### config.mk
export PLATFORM = sky130hd
export DESIGN_NAME = hamming_rx
export DESIGN_NICKNAME = d
export VERILOG_FILES = /design/src/rtl/hamming_pkg.sv /design/src/rtl/hamming74_decode.sv /design/src/rtl/hamming_rx.sv
export SDC_FILE = /design/constraint.sdc
export NUM_CORES = 1
export LEC_CHECK = 0
export ABC_CLOCK_PERIOD_IN_PS = 4100
export CORE_MARGIN = 2
export CORE_UTILIZATION = 50
export DETAILED_ROUTE_END_ITERATION = 10
export PLACE_DENSITY_LB_ADDON = 0.25
export SKIP_CTS_REPAIR_TIMING = 1
export SYNTH_ARGS = -nofsm -noshare
export SYNTH_HDL_FRONTEND = slang
export SYNTH_SLANG_ARGS = --single-unit
### constraint.sdc
create_clock -name clk -period 4.1 [get_ports clk]
set_input_delay 0.82 -clock clk [delete_from_list [all_inputs] [get_ports clk]]
set_output_delay 0.82 -clock clk [all_outputs]
set_load 0.1 [all_outputs]
### src/rtl/hamming_pkg.sv
// hamming_pkg: shared types and constants for the Hamming(7,4) serial receiver
package hamming_pkg;
   typedef enum logic [2:0] {IDLE, START, DATA, STOP, DECODE} rx_state_t;
   typedef logic [7:1] codeword_t;
   typedef logic [2:0] syndrome_t;
   localparam int CW_BITS = 7;
   localparam int DATA_BITS = 4;
endpackage

### src/rtl/hamming74_decode.sv
// hamming74_decode: combinational Hamming(7,4) syndrome, single-bit correction and data extraction
// Ports: cw (codeword, position 1..7), data ({d4,d3,d2,d1} after correction),
//        syn ({s4,s2,s1}, equals the failing position), err (syndrome nonzero)
module hamming74_decode
   import hamming_pkg::*;
(
   input  codeword_t              cw,
   output logic [DATA_BITS-1:0]   data,
   output syndrome_t              syn,
   output logic                   err
);
   codeword_t fixed;
   always_comb begin
      syn = {cw[4] ^ cw[5] ^ cw[6] ^ cw[7],
             cw[2] ^ cw[3] ^ cw[6] ^ cw[7],
             cw[1] ^ cw[3] ^ cw[5] ^ cw[7]};
      fixed = cw;
      for (int i = 1; i <= CW_BITS; i++) fixed[i] = cw[i] ^ (syn == 3'(i));
   end
   assign err  = |syn;
   assign data = {fixed[7], fixed[6], fixed[5], fixed[3]};
endmodule

### src/rtl/hamming_rx.sv
// hamming_rx: UART-style receiver for one Hamming(7,4) codeword per frame, with correction
// Ports: clk, rst_n (sync, active-low), rx_in (async line, idle high),
//        data_out/syndrome/err_corrected (last accepted codeword), data_valid (pulse),
//        frame_err (pulse on bad stop bit), busy (FSM not idle)
module hamming_rx
   import hamming_pkg::*;
#(
   parameter int CLKS_PER_BIT = 2700
)
(
   input  logic       clk,
   input  logic       rst_n,
   input  logic       rx_in,
   output logic [3:0] data_out,
   output logic [2:0] syndrome,
   output logic       err_corrected,
   output logic       data_valid,
   output logic       frame_err,
   output logic       busy
);
   localparam int CNT_W = $clog2(CLKS_PER_BIT);
   rx_state_t         state, state_next;
   logic              rx_meta, rx_s, tick;
   logic [CNT_W-1:0]  cnt;
   logic [2:0]        bitcnt;
   codeword_t         sr;
   logic [3:0]        dec_data;
   syndrome_t         dec_syn;
   logic              dec_err;

   hamming74_decode u_dec (.cw(sr), .data(dec_data), .syn(dec_syn), .err(dec_err));

   always_ff @(posedge clk) begin
      if (!rst_n) {rx_s, rx_meta} <= 2'b11;
      else {rx_s, rx_meta} <= {rx_meta, rx_in};
   end

   always_ff @(posedge clk) begin
      if (!rst_n) state <= IDLE;
      else state <= state_next;
   end

   // START samples half a bit in, so every later sample lands mid-bit
   always_comb tick = cnt == CNT_W'((state == START ? CLKS_PER_BIT / 2 : CLKS_PER_BIT) - 1);

   always_comb begin
      state_next = state;
      unique case (state)
         IDLE:    state_next = rx_s ? IDLE : START;
         START:   state_next = tick ? (rx_s ? IDLE : DATA) : START;
         DATA:    state_next = (tick && bitcnt == 3'(CW_BITS - 1)) ? STOP : DATA;
         STOP:    state_next = tick ? (rx_s ? DECODE : IDLE) : STOP;
         DECODE:  state_next = IDLE;
         default: state_next = IDLE;
      endcase
   end

   always_comb busy = state != IDLE;

   // Outputs load on the stop-sample edge so they are stable while data_valid is high
   always_ff @(posedge clk) begin
      if (!rst_n) begin
         cnt           <= '0;
         bitcnt        <= '0;
         sr            <= '0;
         data_out      <= '0;
         syndrome      <= '0;
         err_corrected <= 1'b0;
         data_valid    <= 1'b0;
         frame_err     <= 1'b0;
      end else begin
         cnt        <= (state == IDLE || tick || state_next != state) ? '0 : cnt + CNT_W'(1);
         bitcnt     <= state != DATA ? 3'd0 : bitcnt + 3'(tick);
         sr         <= (state == DATA && tick) ? {rx_s, sr[7:2]} : sr;
         data_valid <= state == STOP && tick && rx_s;
         frame_err  <= state == STOP && tick && !rx_s;
         if (state == STOP && tick && rx_s) begin
            data_out      <= dec_data;
            syndrome      <= dec_syn;
            err_corrected <= dec_err;
         end
      end
   end
endmodule
==> impl_results.md <==
* Mapped Nets at 187
* Worst-margin pin slew at 973.9 ps
* Wire per inst at 12.11 µm
* CP max stage delay at around 1100 ps
* Core area at around 3300 µm²
* Asr flop ratio synth at 0%
* Worst hold start: rx_meta
* VDD IR max at 0.1806 mV
* Proportion of layout cells with a drive suffix above 1 at about 5.7%
* WHS Endpoint: rx_s
* Primary FF master, synth: dfxtp_1
* Global routing's busiest layer: met2
* Die width at roughly 62 µm
* Gate Count Post-Synth at approximately 180
* Hold slack at 424.0 ps
* Finished Layout Cells at 240
* Placement Setup Slack at 1512 ps
* Worst EP arrival at about 2200 ps
* Critical path, cell by cell: or3_1, clkdlybuf4s50_1
* Total negative slack at 0 ps
* Layout area overhead at 11.69%
* Remaining antenna violation count at 0
* Largest cells by area after synthesis: dfxtp_1, xnor2_1, nor2_1
* Die ar. at 3886 µm²
* Placed cell area at 1852 µm²
* WP buf/inv at 1
* RSZ-0062 raised after global routing: false
* Crit path kind: flop to output port
* Most frequent cells in the layout: dfxtp_1, nor2_1, xnor2_1, clkdlybuf4s50_1, xor2_1
* Minimum clock period at 2991 ps
* Worst-path clk slew at about 110 ps
* Post-synth EDFFs at 0
* Post-Route WL at ~2900 µm
* Vias per cell at 5.163
* M2 GR Usage at about a quarter
* CP Max Fanout at 13
* Syn. warnings at 0
* Final worst slack at about 1100 ps
* Distinct cells, synth at 36
* Final Hold Vio Count at 0
* Placer Congestion at 0.8265
* CP required at roughly 3300 ps
* Clock Path Buffers at 2
* Crit. End Element: output port
* Row cnt at 21
* Clock Skews at roughly 9.9 ps
* Pre-antenna DRT Iters at 4
* Final setup fails at 0
* N_diodes at 0
* Post-route DRC violation count at 0
* # H-tree levels at 2
* Yosys top cell by area: dfxtp_1
* Num CTS Buffers at 5
* Synth top area share at 43.53%
* Placed Cells at roughly 230
* First-pass GRT wire length at just over 5000 µm
* Initial antenna violation count at 0
* Min-Delay Path Depth at 1
* Syn avg cell area at between 9 and 10 µm²
* Relative slew margins at between 30% and 40%
* Clock Latency Late Sink at 330 ps
* # port buffers at 13
* Period utilization at between 70% and 80%
* RR Startpoint: state[0]
* Global route overflow at 0
* Starting Density at roughly half
* Initial detailed-routing violation count at 67
* Largest net degree at the start of global routing at 16
* Clock Sinks at 37
* Flop2flop setup slack at between 2000 and 2500 ps
* Global-route usage over all layers at 16.58%
* PD cells at roughly 290 nW/µm²
* GRT met1 Usage at between 20% and 30%
* Final slew viol count at 0
* Vias in the first global route at around 1200
* TritonCTS clock tree: built
* Via count at 1239
* Leak at 0.6345 nW
* Grt met3 use at 6.159%
* Final HPWL DP at roughly 2100 µm
* Outcome: completed
* Reg2reg end: bitcnt[1]
* Type of the worst min-delay path: flop to flop
* Worst Reg-to-Reg Cells at 6
* Slowest stage cell, crit path: clkdlybuf4s50_1
* CTS root buf: clkbuf_4
* Crit-path leading delay family: buffers and inverters
* Startpoint Class: flop
* Max-Cap Viols at 0
* Fin area at between 1500 and 2000 µm²
* Mapped Area at 1702 µm²
* Die height at between 60 and 70 µm
* Nets at about 200
* Yosys reg bits at 37
* Commonest non-fill, non-tap cell in the layout: dfxtp_1
* Top-level I/O count at 14
* Sequential-to-total area share from yosys stat at ~44%
* FMAX at approximately 330 MHz
==> cells by family after synthesis <==
family | Yosys count | share of synthesized area (%)
muxes | 9 | 5.294
xor gates and xnor gates | 26 | 13.38
AOI/OAI and AO/OA | 14 | 5.147
DFF | 37 | 43.53
buffers and inverters | 10 | 2.647
and+or+nand+nor | 82 | 27.79
adders and majority gates | 3 | 2.206
==> how the worst max path moves through the flow <==
stage                  start  depth (start not counted)    to
floorplan           state[1]                          2  busy
global placement    state[1]                          2  busy
detailed placement  state[1]                          2  busy
CTS                 state[1]                          2  busy
global route        state[1]                          2  busy
finish              state[1]                          2  busy
==> through the flow <==
step	power [mW]	utilization, %
after detailed placement	0.3906	55.93
after CTS	0.5696	57.41
after floorplan	0.3849	-
after global routing	0.5878	57.41
final	0.5607	57.41
after global placement	0.3899	55.93
==> sequential cells by signal, summed over array words and instances (netlist names) <==
signal and count:
rx_meta 1, sr 7, data_out 4, err_corrected 1, state 3, syndrome 3, rx_s 1, bitcnt 3
frame_err 1, data_valid 1, cnt 12
==> layout make-up <==
class                           instances  area [µm²]
Clock buffer                            8       48.80
Sequential cell                        37       740.7
Tap cell                               46       57.56
Fill cell                             311        1410
Timing Repair Buffer                   13       130.1
Multi-Input combinational cell        134       915.9
Inverter                                2       7.507
==> Yosys cell counts (2+ instances only) <==
cell,number
nor2_1,31
nor2b_1,2
and2_1,3
clkbuf_1,2
dfxtp_1,37
clkbuf_2,2
o21ai_0,3
nand2b_1,4
nand3_1,9
nand4b_1,2
xnor2_1,15
nor3b_1,2
inv_1,2
or3_1,2
mux2i_1,9
nor3_1,4
ha_1,3
nor3_2,2
a211oi_1,5
buf_2,4
xor2_1,11
nand2_1,6
and4b_1,2
and4_1,4
a21oi_1,4
==> where the power goes <==
group,total [mW],internal [mW],switching [mW]
logic,0.0189,0.00634,0.0126
registers,0.363,0.361,0.00243
clock network,0.178,0.0684,0.110
==> routing by layer <==
| layer | routed length [µm] | part of all wire [%] |
|---|---|---|
| met5 | 0 | 0 |
| met4 | 23 | 0.79 |
| met3 | 102 | 3.5 |
| met2 | 1340 | 46 |
| met1 | 1440 | 50 |
Note: power is estimated with default switching activity, not from simulation.
